`src/rtl/clock_time_setter.sv`:
```
// Time-set front end for the HH:MM:SS display: debounces the four keys, runs the
// field edit FSM in BCD, drives the clock load interface and the digit blink mask.
//   state    | meaning
//   S_IDLE   | clock running, waiting for advance
//   S_HRS    | editing hours (HEX5:4 blink)
//   S_MIN    | editing minutes (HEX3:2 blink)
//   S_SEC    | editing seconds (HEX1:0 blink)
//   S_COMMIT | one-cycle set_load of the edited time
module clock_time_setter #(
  parameter logic [19:0] DEBOUNCE_TICKS = 20'd600_000,
  parameter logic [24:0] BLINK_TICKS    = 25'd15_000_000
) (
  input  logic        CLOCK_50,
  input  logic        RESET_N,
  input  logic [3:0]  KEY,
  input  logic [23:0] cur_time,
  output logic [23:0] set_time,
  output logic        set_load,
  output logic        set_active,
  output logic [5:0]  blank_mask
);

  typedef enum logic [2:0] {S_IDLE, S_HRS, S_MIN, S_SEC, S_COMMIT} state_t;

  state_t      state;
  logic [3:0]  key_meta, key_sync, key_deb, press;
  logic [19:0] deb_cnt [4];
  logic [23:0] edit;
  logic [24:0] blink_cnt;
  logic        phase;
  logic        adv, inc, dec, cancel, in_set, restart;
  logic [7:0]  fld, fld_max, fld_new;
  logic [5:0]  fld_bits;

  function automatic logic [7:0] bcd_inc(input logic [7:0] v, input logic [7:0] vmax);
    if (v >= vmax)           return 8'h00;
    else if (v[3:0] == 4'd9) return {v[7:4] + 4'd1, 4'd0};
    else                     return {v[7:4], v[3:0] + 4'd1};
  endfunction

  function automatic logic [7:0] bcd_dec(input logic [7:0] v, input logic [7:0] vmax);
    if (v == 8'h00)          return vmax;
    else if (v[3:0] == 4'd0) return {v[7:4] - 4'd1, 4'd9};
    else                     return {v[7:4], v[3:0] - 4'd1};
  endfunction

  always_ff @(posedge CLOCK_50 or negedge RESET_N) begin
    if (!RESET_N) begin
      key_meta <= 4'hF;
      key_sync <= 4'hF;
      key_deb  <= 4'hF;
      press    <= 4'h0;
      for (int i = 0; i < 4; i++) deb_cnt[i] <= '0;
    end else begin
      key_meta <= KEY;
      key_sync <= key_meta;
      for (int i = 0; i < 4; i++) begin
        press[i] <= 1'b0;
        if (key_sync[i] == key_deb[i]) begin
          deb_cnt[i] <= '0;
        end else if (deb_cnt[i] == DEBOUNCE_TICKS - 20'd1) begin
          deb_cnt[i] <= '0;
          key_deb[i] <= key_sync[i];
          press[i]   <= ~key_sync[i];
        end else begin
          deb_cnt[i] <= deb_cnt[i] + 20'd1;
        end
      end
    end
  end

  // Only the highest-priority simultaneous press acts.
  assign cancel = press[3];
  assign adv    = press[0] & ~press[3];
  assign inc    = press[1] & ~press[3] & ~press[0];
  assign dec    = press[2] & ~press[3] & ~press[0] & ~press[1];

  assign in_set  = (state == S_HRS) || (state == S_MIN) || (state == S_SEC);
  assign restart = ((state == S_IDLE) && adv) || (state == S_COMMIT) ||
                   (in_set && (cancel || adv || inc || dec));

  always_comb begin
    fld      = edit[7:0];
    fld_max  = 8'h59;
    fld_bits = 6'b000011;
    case (state)
      S_HRS: begin fld = edit[23:16]; fld_max = 8'h23; fld_bits = 6'b110000; end
      S_MIN: begin fld = edit[15:8];  fld_bits = 6'b001100; end
      default: ;
    endcase
    fld_new = inc ? bcd_inc(fld, fld_max) : bcd_dec(fld, fld_max);
  end

  always_ff @(posedge CLOCK_50 or negedge RESET_N) begin
    if (!RESET_N) begin
      state     <= S_IDLE;
      edit      <= 24'h000000;
      set_load  <= 1'b0;
      blink_cnt <= '0;
      phase     <= 1'b0;
    end else begin
      set_load <= 1'b0;
      // Any visible change restarts the blink so the new value shows at once.
      if (restart) begin
        blink_cnt <= '0;
        phase     <= 1'b0;
      end else if (blink_cnt == BLINK_TICKS - 25'd1) begin
        blink_cnt <= '0;
        phase     <= ~phase;
      end else begin
        blink_cnt <= blink_cnt + 25'd1;
      end
      case (state)
        S_IDLE: if (adv) begin
          edit  <= cur_time;
          state <= S_HRS;
        end
        S_HRS, S_MIN, S_SEC: begin
          if (cancel) begin
            state <= S_IDLE;
          end else if (adv) begin
            if (state == S_HRS)      state <= S_MIN;
            else if (state == S_MIN) state <= S_SEC;
            else begin
              state    <= S_COMMIT;
              set_load <= 1'b1;
            end
          end else if (inc || dec) begin
            if (state == S_HRS)      edit[23:16] <= fld_new;
            else if (state == S_MIN) edit[15:8]  <= fld_new;
            else                     edit[7:0]   <= fld_new;
          end
        end
        default: state <= S_IDLE;
      endcase
    end
  end

  assign set_time   = edit;
  assign set_active = (state != S_IDLE);
  assign blank_mask = (in_set && phase) ? fld_bits : 6'b000000;

endmodule
```
`config.mk`:
```
export PLATFORM = sky130hd
export DESIGN_NAME = clock_time_setter
export DESIGN_NICKNAME = d
export VERILOG_FILES = /design/src/rtl/clock_time_setter.sv
export SDC_FILE = /design/constraint.sdc
export NUM_CORES = 1
export LEC_CHECK = 0
export ABC_AREA = 1
export CAP_MARGIN = 20
export CORE_MARGIN = 2
export CORE_UTILIZATION = 50
export DETAILED_ROUTE_END_ITERATION = 7
export PLACE_DENSITY_LB_ADDON = 0.25
export SYNTH_ARGS = -nofsm -noshare
export SYNTH_HDL_FRONTEND = slang
export SYNTH_SLANG_ARGS = --single-unit
```
`constraint.sdc`:
```
create_clock -name CLOCK_50 -period 2.4 [get_ports CLOCK_50]
set_input_delay 0.48 -clock CLOCK_50 [delete_from_list [all_inputs] [get_ports CLOCK_50]]
set_output_delay 0.48 -clock CLOCK_50 [all_outputs]
set_load 0.005 [all_outputs]
```
==> flow_summary.toml, run 1 <==
[synth]
ys_top_cells_by_count = "nand2_1 (149), nor2_1 (140), dfrtp_1 (138)"
synthCells = 1023
synth_top_family_by_area = "simple AND/OR/NAND/NOR gates"
ys_ff_latch = 150
yosys-top-cells-area = "dfrtp_1 (41%), nand2_1 (6.7%), nor2_1 (6.3%), a21oi_1 (5.6%), inv_1 (5.5%)"
synth_fp_nets = 1065
synth.cell_area_um2 = 8400
yosys_warnings = 0
yosysTopAreaCellShare_pct = 41.1
synthMuxAreaShare_pct = 0.476
synthXorXnorAreaFrac_pct = 2.71
synthSimpleGateAreaFrac_pct = 31.7
yosys_most_used_dff = "dfrtp_1"
avgSynthCellArea_um2 = 8.22
synth_fa_ha_area_share_pct = 1.79
post-synth-top-count-cell = "nand2_1"
synth-compound-area-share_pct = 11.0
synth_edf_count = 0
yosysUniqueCellTypes = 54
ys_seq_area_share_pct = 44.8
synth_top_area_cell = "dfrtp_1"
async_reset_ff_share_pct = 100

[sta]
rsz0062_at_grt = "true"
fin_crit_sh_pct = 97.8
relSlewSlack_pct = 62.4
fmax_mhz = 426
worst_pin_slew_ns = 0.564
slew_violations = 0
final.min_clock_period_ns = 2.35
finalHoldViolations = 0
fin_skew_ns = 0.0110
setup_viol = 0
whs_ns = 0.0291

[die]
coreArea_um2 = 16500
placementRows = 47
dieArea_um2 = 17900
die_x_um = 134
ios = 62
initial_utilization_pct = 50.9
die_h_um = 134

[power_and_ir_drop]
powerDensity_nw_per_um2 = 516
vdd_drop_max_v = 0.000544
power_w = 0.00530
power_leakage_nw = 4.53

[critical_path]
cp_slowest_stage_delay_ns = 0.44
crit_path_top_delay_cell = "dfrtp_2"
cp.buffers_inverters = 2
crit_family = "compound AO/OA/AOI/OAI gates"
endpoint_kind = "flip-flop"
start_kind = "flip-flop"
cp.required_ns = 2.76
crit_chain = "inv_2 > nand3_4 > inv_8 > nand2_2 > nand3_2 > ha_4 > a21o_1 > a211oi_4 > nand3_4 > o21ai_2 > nand2_2 > a21oi_2"
critPathArrivalTime_ns = 2.71
path_max_fanout = 7
crit_type = "reg -> reg"

[layout]
num_antenna_cells = 0
final_net_count = 1168
syn2layout_area_growth_pct = 22.3
drive_above_1_share_pct = 17.8

[route]
drt-total-wl_um = 19100
drt-wirelength-per-cell_um = 14.1
via_per_inst = 5.28
drt_iter0_drc = 525
num_vias = 7169
ant_nets = 0
drt_drc_violations_left = 0
dr.pass1.iters = 6

[min_path]
worstHoldPathType = "in -> async"

[clock_network]
cts-root-buf = "clkbuf_16"
clock-sinks = 150
clk_pin_slew_ns = 0.07
insertion_delay_ns = 0.44
h-tree-depth = 4
numCtsBuffers = 17
cts_tree = "done"
clockBufferDepth = 2

[status]
run_status = "finished clean"

[grt]
grtUsageTotal_pct = 22.6
grt_overflow = 0
antenna_found_initial = 0
grt_pass1_vias = 7030
grt_start_max_net_pins = 60
grt_pass1_wl_um = 32600

[flow_run]
maxCapViolations = 0

[placed_design]
dp_hpwl_um = 13900
place.gp.congestion = 0.937
port_buffers = 61
==> routing by layer <==
| layer | share of wire [%] | vias to the layer above | track usage [%] |
|---|---|---|---|
| met2 | 47 | 173 | 36.2 |
| li1 | - | 3599 | - |
| met5 | 0 | - | 0 |
| met1 | 47 | 3354 | 30.7 |
| met3 | 4.2 | 43 | 5.10 |
| met4 | 2.2 | 0 | 7.33 |
==> kinds of logic (layout without fill, tap and decap cells) <==
family,Yosys count,in the layout
flops,150,150
simple gates,517,517
buf+inv,152,268
fa+ha+maj,12,12
xor+xnor,26,26
compound gates,162,162
mux,4,4
==> state kept, by name, indices dropped and copies added, names as in the netlist <==
signal and flops:
set_time 24, key_deb 4, key_meta 4, set_load 1
key_sync 4, phase 1, deb_cnt 80, press 4
blink_cnt 25, state 3
==> power by group <==
group | switching [W] | internal (W)
registers | 0.0000159 | 0.00256
logic | 0.0000998 | 0.0000769
clock network | 0.00115 | 0.00141
==> timing repair <==
| action | in CTS | in global routing |
|---|---|---|
| resized for setup | 13 | 34 |
| setup buffers | 3 | 8 |
| endpoints found under the setup margin | 10 | 38 |
| cloned | 0 | 0 |
| endpoints found under the hold margin | 0 | 0 |
| pin swaps | 5 | 10 |
| hold buffers | 0 | 0 |
==> area by class of cell <==
cell class | instances | area [um^2]
Clock buffer | 19 | 453
Clock inverter | 13 | 118
Fill cell | 1379 | 6250
Inverter | 135 | 522
Multi-Input combinational cell | 721 | 4160
Sequential cell | 150 | 3770
Tap cell | 220 | 275
Timing Repair Buffer | 101 | 978
==> worst paths after layout <==
path	from	end	slack [ns]	cells after the start
max	state[2]$_DFFE_PN0P_	set_time[2]$_DFFE_PN0P_	0.05	12
min	RESET_N	deb_cnt[14]$_DFF_PN0_	0.03	1
max reg2reg	state[2]$_DFFE_PN0P_	set_time[2]$_DFFE_PN0P_	0.05	12
min reg2reg	key_meta[1]$_DFF_PN1_	key_sync[1]$_DFF_PN1_	0.36	0
max in group asynchronous	RESET_N	key_deb[2]$_DFFE_PN1P_	1.70	2
min in group CLOCK_50	key_meta[1]$_DFF_PN1_	key_sync[1]$_DFF_PN1_	0.36	0
==> through the flow <==
| step | std cells | worst slack, ns | utilization, % | cell area, um^2 | setup TNS [ns] |
|---|---|---|---|---|---|
| final | 1359 | 0.0518 | 62.2 | 10300 | 0 |
| after global routing | 1359 | -0.0667 | 62.2 | 10300 | -0.543 |
| after CTS | 1351 | 0.000610 | 60.8 | 10000 | 0 |
| after detailed placement | 1316 | -0.0209 | 57.0 | 9420 | -0.0434 |
| after global placement | 1316 | 0.0781 | 57.0 | 9420 | 0 |
| after floorplan | 1023 | 0.00865 | - | 8410 | 0 |
==> placed cells by master, fill, tap and decap left out, types with 5 or more instances in the layout <==
master           instances
nor3b_1                 10
a21oi_2                 17
buf_4                   34
nor2_4                   7
nor4_1                  17
a21oi_1                 87
ha_1                     7
nand2_4                  5
inv_1                  123
nand3_4                  6
nand2_2                 15
o21ai_2                  5
nand3_1                 52
nand3_2                 17
o21ai_0                 35
o21a_1                   8
nor2_1                 137
xor2_1                  21
xnor2_1                  5
dfstp_2                 12
nor2_2                   8
nand4_1                 28
clkdlybuf4s50_1         54
dfrtp_1                135
inv_2                    9
nand2_1                146
nor3_1                  46
clkbuf_16               17
(Power assumes the default switching activity.)
==> run 2, diff against run 1 <==
--- a/config.mk
+++ b/config.mk
@@ -8,7 +8,7 @@
 export ABC_AREA = 1
 export CAP_MARGIN = 20
 export CORE_MARGIN = 2
-export CORE_UTILIZATION = 50
+export CORE_UTILIZATION = 29
 export DETAILED_ROUTE_END_ITERATION = 7
 export PLACE_DENSITY_LB_ADDON = 0.25
 export SYNTH_ARGS = -nofsm -noshare
==> run 2 against run 1 <==
Sequential power about the same. Utilization is 25 points lower. Register-to-register slack hardly changed. Sequential share of layout area fell by 1.2 points. Critical path depth rose by 2. Sequential cell count unchanged. Die area increased by 70%. Final area up 3.4%. Hold slack improved by 0.33 ns. Clock-buffer cell count shrank 2. Maximum frequency down 0.14%.
==> flow_summary.toml, run 2 (synthesis results as in run 1) <==
[sta]
slew_violations = 0
final.min_clock_period_ns = 2.35
setup_viol = 0
fmax_mhz = 425
fin_skew_ns = 0.0111
finalHoldViolations = 0
relSlewSlack_pct = 67.3
worst_pin_slew_ns = 0.490
fin_crit_sh_pct = 98.0
final.setup.tns_ns = 0
rsz0062_at_grt = "true"

[grt]
grt_overflow = 0
grt_pass1_wl_um = 34300
grt_pass1_vias = 6989
grt_start_max_net_pins = 44
antenna_found_initial = 0
grtUsageTotal_pct = 13.9

[clock_network]
numCtsBuffers = 17
clockBufferDepth = 2
clock-sinks = 150
clk_pin_slew_ns = 0.07
h-tree-depth = 4
cts-root-buf = "clkbuf_16"
cts_tree = "done"
insertion_delay_ns = 0.43

[min_path]
hp-start = "key_meta[1]$_DFF_PN1_"
worstHoldPathType = "reg -> reg"

[layout]
final_cell_mix = "nand2_1 (144), dfrtp_1 (136), nor2_1 (135), inv_1 (122), a21oi_1 (84)"
drive_above_1_share_pct = 19.2
final_net_count = 1179
syn2layout_area_growth_pct = 26.4
layout_commonest_cell = "nand2_1"
regArea_um2 = 3770
num_antenna_cells = 0
fin_cells = 1534
multi_input_area_um2 = 4190
fin_util_pct = 37.1
largest_reg_flops = 80
fillers = 2889
top_register = "deb_cnt"

[critical_path]
path_max_fanout = 6
start_kind = "flip-flop"
cp.required_ns = 2.76
endpoint_kind = "flip-flop"
critPathArrivalTime_ns = 2.71
rr_startpoint = "state[2]$_DFFE_PN0P_"
crit_type = "reg -> reg"
crit_start = "state[2]$_DFFE_PN0P_"

[route]
ant_nets = 0
num_vias = 7062
drt_iter0_drc = 399
via_per_inst = 4.60
drt-total-wl_um = 20700
dr.pass1.iters = 5
drt_drc_violations_left = 0
drt-wirelength-per-cell_um = 13.5

[placed_design]
port_buffers = 61
place.gp.congestion = 0.883
dp_hpwl_um = 15400
dp.cells = 1482

[die]
ios = 62
die_h_um = 174
coreArea_um2 = 28600
placementRows = 62
dieArea_um2 = 30400
die_x_um = 174
initial_utilization_pct = 29.4

[power_and_ir_drop]
powerDensity_nw_per_um2 = 520
vdd_drop_max_v = 0.000346
power_leakage_nw = 4.63

[flow_run]
maxCapViolations = 0

[status]
run_status = "finished clean"
run 2: metal layers:
layer	track usage (%)	vias up	part of all wire, %
met5	0	-	0
met2	23.2	95	48
li1	-	3621	-
met4	4.10	0	2.1
met3	3.00	32	2.7
met1	18.0	3314	47
run 2: worst max-delay path, cell delays in order, from the launching register on:
cell and delay (ns):
dfrtp_2 0.43, nor2_4 0.14, nand2_4 0.07, buf_6 0.14, inv_6 0.08, nand2_4 0.05, nand3_4 0.08, ha_4 0.21
a21o_1 0.18, a211oi_4 0.33, buf_4 0.17, nand4_1 0.10, nand2_1 0.10, nand2_2 0.09, a21oi_2 0.12
run 2: what timing repair did:
action                                  in CTS  in global routing
hold endpoints to repair                    13                  0
pin swaps                                    1                 14
buffers inserted                             6                 13
endpoints found under the setup margin       7                 36
cloned                                       0                  0
gates resized for setup                     12                 45
hold buffers                                 1                  0
run 2: area by class of cell:
class | count | area share [%]
clock buffers | 17 | 4.00
clock inverters | 15 | 1.75
inverters | 135 | 4.95
multi-input cells | 721 | 39.4
flip-flops and latches | 150 | 35.5
well taps | 384 | 4.52
repair buffers | 112 | 9.85
run 2: power breakdown:
| part | switching [W] | internal [W] | total (W) | leakage [nW] |
|---|---|---|---|---|
| clock network | 0.00120 | 0.00158 | 0.00278 | 0.299 |
| registers | 0.0000157 | 0.00256 | 0.00257 | 1.90 |
| logic | 0.000101 | 0.0000779 | 0.000179 | 2.43 |
| total | 0.00131 | 0.00422 | 0.00553 | 4.63 |
run 2: through the flow:
step / area [um^2] / power [W] / worst slack, ns / hold WS, ns
final: 10600 / 0.00553 / 0.0486 / 0.358
after global routing: 10600 / 0.00574 / -0.0729 / 0.360
after CTS: 10300 / 0.00562 / -0.0698 / 0.359
after detailed placement: 9640 / 0.00280 / 0.0494 / 0.338
after global placement: 9640 / 0.00280 / 0.140 / 0.341
after floorplan: 8410 / 0.00267 / 0.00865 / 0.184
run 2: worst paths after layout:
kind / depth (start not counted) / endpoint / slack, ns
worst max register to register: 14 / set_time[5]$_DFFE_PN0P_ / 0.05
worst min-delay path: 0 / key_sync[1]$_DFF_PN1_ / 0.36
worst min register to register: 0 / key_sync[1]$_DFF_PN1_ / 0.36
min in group asynchronous: 2 / deb_cnt[73]$_DFF_PN0_ / 0.45
worst max-delay path: 14 / set_time[5]$_DFFE_PN0P_ / 0.05
max in group asynchronous: 3 / key_meta[3]$_DFF_PN1_ / 1.31
